File: src/rtl/wb_port_arbiter.sv
// rtl/wb_port_arbiter.sv - writeback port arbiter: fixed priority with aging promotion, speculation aware
module wb_port_arbiter #(
    parameter int N_REQ      = 3,
    parameter int SEL_W      = 5,
    parameter int STARVE_MAX = 7
) (
    input  logic                     CLK,
    input  logic                     rst,
    input  logic [N_REQ-1:0]         req_valid,
    input  logic [N_REQ-1:0]         req_spec,
    input  logic [N_REQ*SEL_W-1:0]   req_sel,
    output logic [N_REQ-1:0]         req_ready,
    input  logic                     flush,
    input  logic                     resolved,
    output logic                     wb_write,
    output logic [SEL_W-1:0]         wb_sel,
    output logic [$clog2(N_REQ)-1:0] wb_src,
    output logic                     wb_spec
);

    localparam int IDX_W = $clog2(N_REQ);
    localparam int AGE_W = $clog2(STARVE_MAX + 1);
    localparam logic [AGE_W-1:0] AGE_MAX = AGE_W'(STARVE_MAX);

    logic [AGE_W-1:0] age_q [N_REQ];
    logic [AGE_W-1:0] age_d [N_REQ];
    logic [IDX_W-1:0] rr_q, rr_d;
    logic             wb_write_q, wb_write_d;
    logic [SEL_W-1:0] wb_sel_q, wb_sel_d;
    logic [IDX_W-1:0] wb_src_q, wb_src_d;
    logic             wb_spec_q, wb_spec_d;

    logic [N_REQ-1:0] elig;
    logic [N_REQ-1:0] starved;
    logic [N_REQ-1:0] grant;
    logic             found;
    logic [IDX_W-1:0] gnt_idx;
    logic [IDX_W:0]   cand_sum;
    logic [IDX_W-1:0] cand;

    always_comb begin
        elig     = req_valid & ~(req_spec & {N_REQ{flush}});
        starved  = '0;
        found    = 1'b0;
        gnt_idx  = '0;
        cand_sum = '0;
        cand     = '0;
        for (int i = 0; i < N_REQ; i++) begin
            starved[i] = elig[i] && (age_q[i] == AGE_MAX);
        end
        if (|starved) begin
            // Walk the starved set starting at the round-robin pointer.
            for (int k = 0; k < N_REQ; k++) begin
                cand_sum = {1'b0, rr_q} + (IDX_W+1)'(k);
                if (cand_sum >= (IDX_W+1)'(N_REQ)) begin
                    cand_sum = cand_sum - (IDX_W+1)'(N_REQ);
                end
                cand = cand_sum[IDX_W-1:0];
                if (!found && starved[cand]) begin
                    found   = 1'b1;
                    gnt_idx = cand;
                end
            end
        end else begin
            for (int i = N_REQ - 1; i >= 0; i--) begin
                if (elig[i]) begin
                    found   = 1'b1;
                    gnt_idx = IDX_W'(i);
                end
            end
        end
        grant = '0;
        if (found) begin
            grant[gnt_idx] = 1'b1;
        end
    end

    always_comb begin
        rr_d = rr_q;
        if ((|starved) && found) begin
            rr_d = (gnt_idx == IDX_W'(N_REQ - 1)) ? '0 : gnt_idx + 1'b1;
        end
        for (int i = 0; i < N_REQ; i++) begin
            if (grant[i] || !elig[i] || flush) begin
                age_d[i] = '0;
            end else if (age_q[i] == AGE_MAX) begin
                age_d[i] = AGE_MAX;
            end else begin
                age_d[i] = age_q[i] + 1'b1;
            end
        end

        wb_write_d = found;
        wb_sel_d   = wb_sel_q;
        wb_src_d   = wb_src_q;
        wb_spec_d  = wb_spec_q & ~resolved & ~flush;
        if (found) begin
            wb_src_d  = gnt_idx;
            wb_spec_d = req_spec[gnt_idx] & ~resolved;
            for (int i = 0; i < N_REQ; i++) begin
                if (gnt_idx == IDX_W'(i)) begin
                    wb_sel_d = req_sel[i*SEL_W +: SEL_W];
                end
            end
        end
    end

    always_ff @(posedge CLK) begin
        if (rst) begin
            rr_q       <= '0;
            wb_write_q <= 1'b0;
            wb_sel_q   <= '0;
            wb_src_q   <= '0;
            wb_spec_q  <= 1'b0;
            for (int i = 0; i < N_REQ; i++) begin
                age_q[i] <= '0;
            end
        end else begin
            rr_q       <= rr_d;
            wb_write_q <= wb_write_d;
            wb_sel_q   <= wb_sel_d;
            wb_src_q   <= wb_src_d;
            wb_spec_q  <= wb_spec_d;
            for (int i = 0; i < N_REQ; i++) begin
                age_q[i] <= age_d[i];
            end
        end
    end

    // A speculative writeback being presented while flush is high is squashed.
    assign req_ready = rst ? '0 : grant;
    assign wb_write  = wb_write_q & ~(flush & wb_spec_q);
    assign wb_sel    = wb_sel_q;
    assign wb_src    = wb_src_q;
    assign wb_spec   = wb_spec_q;

endmodule

File: config.mk
export PLATFORM = sky130hd
export DESIGN_NAME = wb_port_arbiter
export DESIGN_NICKNAME = d
export VERILOG_FILES = /design/src/rtl/wb_port_arbiter.sv
export SDC_FILE = /design/constraint.sdc
export NUM_CORES = 1
export LEC_CHECK = 0
export ABC_AREA = 1
export BUFFER_PORTS_ARGS = -buffer_cell sky130_fd_sc_hd__buf_2
export CAP_MARGIN = 20
export CORE_AREA = 2 2 62 64
export CTS_CLUSTER_DIAMETER = 120
export CTS_CLUSTER_SIZE = 14
export DETAILED_ROUTE_END_ITERATION = 7
export DIE_AREA = 0 0 64 66
export PLACE_DENSITY = 0.73
export SYNTH_ARGS = -nofsm -noshare
export SYNTH_HDL_FRONTEND = slang
export SYNTH_SLANG_ARGS = --single-unit
File: constraint.sdc
create_clock -name CLK -period 1.8 [get_ports CLK]
set_input_delay 0.18 -clock CLK [delete_from_list [all_inputs] [get_ports CLK]]
set_output_delay 0.18 -clock CLK [all_outputs]
set_load 0.02 [all_outputs]
==> summary.txt, run 1 <==
Floorplan
  • Die Area: 4224 sq um
  • Die X: 64 microns
  • Die H: 66 microns
  • Row count: 22
  • I/O Pins: 37
  • Initial Util: 0.3805
  • Core area: 3551 sq um

Logic synthesis
  • Register area share after synthesis: 0.2963
  • Synth warn: 0
  • Post-synthesis sequential element count: 20
  • Netlist Area Pre-Place: 1351 sq um
  • Synth Instances: 187
  • Avg Synthesized Cell Area: 7.226 sq um
  • Synth Net Count: 219
  • Yosys top cell by area: dfxtp_1
  • Synth top area cells: dfxtp_1 30%, nand2_1 13%, inv_1 6.9%, ha_1 6.5%, nor2_1 6.1%
  • Unique cell type count in the Yosys netlist: 24
  • Area share of the largest cell type after synthesis: 0.2963

Finish
  • Final design utilization: 0.6254
  • N_diodes: 0
  • Commonest cells after routing, fill and taps aside: 33 x nand2_1, 33 x buf_2, 32 x buf_4, 19 x nor2_1, 17 x inv_1
  • Area growth, synth to finish: 64.35%
  • Fin area: 2221 sq um
  • Fillers: 269
  • Fraction of layout cells with a size suffix above 1: 0.5856
  • Final net count: 296

STA
  • Setup WS post-layout: -0.4972 ns
  • Max-slew violations: 0
  • Fmax: 435.3 MHz
  • Final min period: 2.297 ns
  • RSZ-0062 raised after global routing: true
  • Worst slew margin: 0.5908
  • Setup-failing EPs final: 23
  • Fin Hold WS: 0.1183 ns
  • Setup TNS Final: -5.039 ns
  • Final hold viol count: 0
  • Worst Tran Pin Value: 0.6116 ns
  • Final Skew: 0.001153 ns
  • Fin crit share: 1.276

Detailed routing
  • WL per Instance: 13.38 microns
  • Via count: 1523
  • Final WL: 4.161 mm
  • DR iter-0 viols: 79
  • Post-DRT Antenna Nets: 0
  • DRC: 0
  • First-pass DRT Iterations: 6
  • Post-DR vias/cell: 4.897

Clocking
  • CTS H-tree depth: 1
  • Post-CTS Hold Fix Bufs: 0
  • Clock-pin slew on the worst setup and hold paths: 0.13 ns
  • Clock Sinks: 20
  • Clock buffer depth: 2
  • Root Buffer: clkbuf_4
  • Clock latency on the worst-skew pair: 0.33 ns
  • CTS tree: yes
  • Num CTS Buffers: 3

Power and ir drop
  • Lkg Pwr: 1.093 nW
  • Flop pwr share: 0.390
  • Cell-internal power: 0.0008205 W
  • Cell Pwr Density: 557.2 nW/um^2
  • Net Sw Frac: 0.3370
  • Net Sw Power: 0.0004171 W
  • Clock power frac: 0.279
  • Max VDD drop: 250.4 uV
  • Combinational power share: 0.331

Placed design
  • PortBufs: 36
  • GPL Wtd Cong: 0.8565
  • Post-DP Area: 1856 sq um
  • DP Wirelength: 2.790 mm

Global routing
  • GRT overflow: 0
  • Vias in the first global route: 1480
  • Largest net degree at the start of global routing: 16
  • First-pass GRT wire length: 6.251 mm
  • Total GRT Usage: 0.1917
  • Antenna violations before repair: 0

Worst setup path
  • Worst Path Class, Setup: reg2out
  • CP Capture Type: output pin
  • Required time worst endpoint: 1.62 ns
  • CP max FO: 4
  • Startpoint types: flop
  • CP Data Arrival Time: 2.12 ns

Min path
  • Min-delay worst type: in2reg

Run status
  • Failing checks: setup timing
  • Status: finished, violations left

Run
  • Max_cap viols: 0
==> cell families after synthesis <==
family / Yosys count / share of synthesized area
AO/OA/AOI/OAI: 26 / 0.1426
adder cells (fa/ha/maj): 7 / 0.06481
buffers and inverters: 29 / 0.08703
flip-flops: 20 / 0.2963
AND/OR/NAND/NOR: 105 / 0.4093
==> state kept, by name (all words and copies together) (netlist names) <==
| name | count |
|---|---|
| wb_spec | 1 |
| rr_q | 2 |
| age_q | 9 |
| wb_src | 2 |
| wb_sel | 5 |
| wb_write_q | 1 |
==> final timing paths <==
path	startpoint	to	slack, ns	depth (start not counted)
worst min register to register	age_q[0][6]	age_q[0][6]	0.45	1
worst min-delay path	req_sel[13]	wb_sel[3]	0.12	3
worst max register to register	rr_q[0]	wb_sel[0]	-0.25	15
worst max-delay path	rr_q[0]	req_ready[1]	-0.50	12
==> critical path: stages (launching register included) <==
cell	delay, ns
dfxtp_4	0.41
inv_4	0.05
ha_4	0.29
inv_4	0.04
nand4_1	0.09
nand2_2	0.08
a21oi_2	0.15
nand4_1	0.18
nand3_4	0.16
buf_6	0.12
nand2_4	0.04
inv_2	0.06
buf_6	0.10
==> area by class of cell <==
type                    instances  area, sq um  share of cell area
clock buffers                   4        47.55             0.02141
inverters                      27        126.4             0.05690
multi-input cells             138         1054              0.4744
flip-flops and latches         20        414.1              0.1865
well taps                      48        60.06             0.02704
repair buffers                 74        519.2              0.2338
==> what timing repair did <==
| action | CTS | global route |
|---|---|---|
| gates resized for setup | 45 | 24 |
| setup endpoints to repair | 23 | 23 |
| pin swaps | 22 | 16 |
| setup buffers | 9 | 7 |
==> power by group through the flow <==
stage / combinational (W) / clock [W] / sequential (W)
2_1_floorplan: 0.000179 / 0 / 0.000510
3_3_place_gp: 0.000323 / 0 / 0.000489
3_5_place_dp: 0.000326 / 0 / 0.000490
4_1_cts: 0.000366 / 0.000336 / 0.000482
5_1_grt: 0.000442 / 0.000366 / 0.000486
6_report: 0.000409 / 0.000346 / 0.000483
==> routing by layer <==
metal,vias up,GRT usage,share of wire
met1,710,0.2044,0.42
met5,-,0,0
met3,11,0.03237,0.033
met2,38,0.3438,0.51
li1,764,-,-
met4,0,0.1332,0.031
==> cell usage after synthesis <==
library cell,count
dfxtp_1,20
nand2_1,45
a21oi_4,2
inv_2,2
o21ai_0,2
o21ai_2,1
a21boi_0,1
a21oi_2,9
buf_2,1
a21oi_1,11
nor2_2,1
nor2_4,1
nand3_4,3
ha_1,7
nand2_2,4
buf_6,1
nand3_2,2
or2_2,1
inv_1,25
nand2_4,5
nand4_1,9
nand4_2,1
nand3_1,11
nor2_1,22
==> through the flow <==
stage | total power [W] | setup WS [ns] | cells
after floorplan | 0.0006887 | -0.01883 | 187
after global placement | 0.0008118 | -0.1535 | 295
after detailed placement | 0.0008166 | -0.2062 | 295
after CTS | 0.001185 | -0.4531 | 306
after global routing | 0.001294 | -0.5930 | 311
final | 0.001238 | -0.4972 | 311
(Power assumes the default switching activity.)
==> run 2: changes to the inputs <==
Settings changed: CORE_AREA 2 2 62 64 to 2 2 57 59, DIE_AREA 0 0 64 66 to 0 0 59 61, PLACE_DENSITY 0.73 to 0.83.
==> run 2 against run 1 <==
Effect of this change: the run still ends with setup timing left; critical path type unchanged; non-clock buffer count rose by 5; maximum frequency fell by 3.1%; wire length rose by 28%; die area fell by 15%; clock skew rose by 0.0084 ns; sequential power barely moved; setup slack got worse by 0.073 ns; combinational power rose by 17%; flip-flop and latch count did not move; register-to-register slack got worse by 0.29 ns; largest power group unchanged; via count rose by 6.8%.
==> summary.txt, run 2 (synthesis results as in run 1) <==
Global routing
  • Antenna violations before repair: 0
  • GRT overflow: 0
  • Vias in the first global route: 1496
  • First-pass GRT wire length: 6.817 mm
  • Largest net degree at the start of global routing: 16
  • Total GRT Usage: 0.2578

Worst setup path
  • CP Data Arrival Time: 2.19 ns
  • Crit-path slowest cell: dfxtp_4
  • Startpoint types: flop
  • Reg2reg setup slack: -0.54 ns
  • CP max FO: 3
  • Reg2reg end: age_q[0][0]
  • CP Capture Type: output pin
  • Required time worst endpoint: 1.62 ns
  • Critical path, cell by cell: inv_4, ha_4, buf_4, nand3_1, inv_2, a21oi_4, nand3_4, nor2_4, nand3_4, nor2_4, buf_6
  • R2R cell count: 15
  • Worst flop-to-flop path startpoint: rr_q[0]
  • Worst Path Class, Setup: reg2out
  • Worst path bufs/invs: 4
  • Top delay family on crit path: simple AND/OR/NAND/NOR gates
  • Critical path's largest stage delay: 0.41 ns

STA
  • Max-slew violations: 0
  • Worst slew margin: 0.6058
  • Setup-failing EPs final: 22
  • Final min period: 2.371 ns
  • Final Skew: 0.009563 ns
  • Fin Hold WS: 0.1274 ns
  • Fmax: 421.8 MHz
  • Fin crit share: 1.317
  • Worst Tran Pin Value: 0.5892 ns
  • Setup TNS Final: -7.600 ns
  • Setup WS post-layout: -0.5706 ns
  • RSZ-0062 raised after global routing: true
  • Final hold viol count: 0

Floorplan
  • Row count: 20
  • Die Area: 3599 sq um
  • I/O Pins: 37
  • Core area: 2953 sq um
  • Initial Util: 0.4576
  • Die H: 61 microns
  • Die X: 59 microns

Clocking
  • Root Buffer: clkbuf_4
  • Clock Sinks: 20
  • Clock buffer depth: 2
  • CTS tree: yes
  • Num CTS Buffers: 3
  • Clock-pin slew on the worst setup and hold paths: 0.14 ns
  • CTS H-tree depth: 1
  • Clock latency on the worst-skew pair: 0.32 ns

Run status
  • Failing checks: setup timing
  • Status: finished, violations left

Min path
  • Hold EP: wb_sel[3]
  • Hold wc startpoint: req_sel[13]
  • Number of stages on the worst hold path: 3
  • Min-delay worst type: in2reg

Finish
  • Area growth, synth to finish: 71.20%
  • Register area: 414.1 sq um
  • Fraction of layout cells with a size suffix above 1: 0.6343
  • Multi-input gate area: 1097 sq um
  • Fillers: 171
  • N_diodes: 0
  • Commonest cells after routing, fill and taps aside: 34 x buf_4, 33 x buf_2, 26 x nand2_1, 19 x nor2_1, 18 x inv_1
  • Max FFs per register: 9
  • Commonest non-fill, non-tap cell in the layout: buf_4
  • Biggest register: age_q
  • Final net count: 301

Detailed routing
  • Final WL: 5.310 mm
  • DRC: 0
  • Post-DR vias/cell: 5.405
  • Via count: 1627
  • DR iter-0 viols: 142
  • First-pass DRT Iterations: 4
  • WL per Instance: 17.64 microns
  • Post-DRT Antenna Nets: 0

Power and ir drop
  • Max VDD drop: 352.5 uV
  • Cell Pwr Density: 585.6 nW/um^2
  • Lkg Pwr: 1.135 nW

Placed design
  • PortBufs: 36
  • GPL Wtd Cong: 0.9036
  • DP Wirelength: 2.847 mm

Run
  • Max_cap viols: 0
==> run 2: changes by cell type in the layout (fill, tap and decap cells not counted), sizes merged <==
cell	delta
buf	+5
bufinv	+1
clkbuf	-1
clkinv	+1
inv	-1
==> run 2: worst register-to-register path: cells and delay by family, from the launching register on <==
kind                     cells  cell delay (ns)
AO/OA/AOI/OAI                1             0.21
adder cells (fa/ha/maj)      1             0.24
buffers and inverters        7             0.75
flip-flops                   1             0.41
AND/OR/NAND/NOR              6             0.65
==> run 2: timing repair <==
action	in CTS	in global routing
gates resized for setup	54	30
buffers inserted	11	7
pin swaps	16	12
hold buffers	0	0
setup endpoints to repair	22	23
==> run 2: final cells by class <==
cell class                 count  area share
multi-input combinational    138      0.4743
clock buffer                   3    0.009735
clock inverter                 1     0.01298
timing repair buffer          79      0.2515
inverter                      27     0.05462
tap                           33     0.01785
sequential                    20      0.1790
==> run 2: power by group <==
group	total (W)	internal, W	switching (W)
combinational	0.000477	0.000211	0.000265
clock	0.000394	0.000225	0.000168
sequential	0.000485	0.000466	0.0000186
total	0.00135	0.000903	0.000452
==> run 2: stage by stage <==
stage,area [sq um],setup slack (ns),total power (W),utilization,std cells
floorplan,1424,-0.01883,0.0006887,-,187
global placement,1844,-0.1354,0.0008095,0.6246,281
detailed placement,1844,-0.2133,0.0008206,0.6246,281
CTS,2177,-0.4718,0.001274,0.7373,296
global route,2313,-0.6494,0.001398,0.7835,301
finish,2313,-0.5706,0.001355,0.7835,301
==> run 2: worst max-delay path by stage <==
stage / cells after the start / startpoint / slack [ns] / endpoint
finish: 11 / rr_q[0] / -0.57 / req_ready[0]
global route: 11 / rr_q[0] / -0.65 / req_ready[0]
CTS: 12 / rr_q[0] / -0.47 / req_ready[0]
detailed placement: 14 / age_q[0][0] / -0.21 / wb_sel[1]
global placement: 12 / rr_q[0] / -0.14 / req_ready[1]
floorplan: 11 / rr_q[0] / -0.02 / req_ready[0]
==> run 2: layer usage <==
metal / share of wire / vias to the layer above / global-route usage
li1: - / 767 / -
met1: 0.37 / 750 / 0.3037
met2: 0.53 / 92 / 0.4698
met3: 0.059 / 18 / 0.04691
met4: 0.036 / 0 / 0.08766
met5: 0 / - / 0
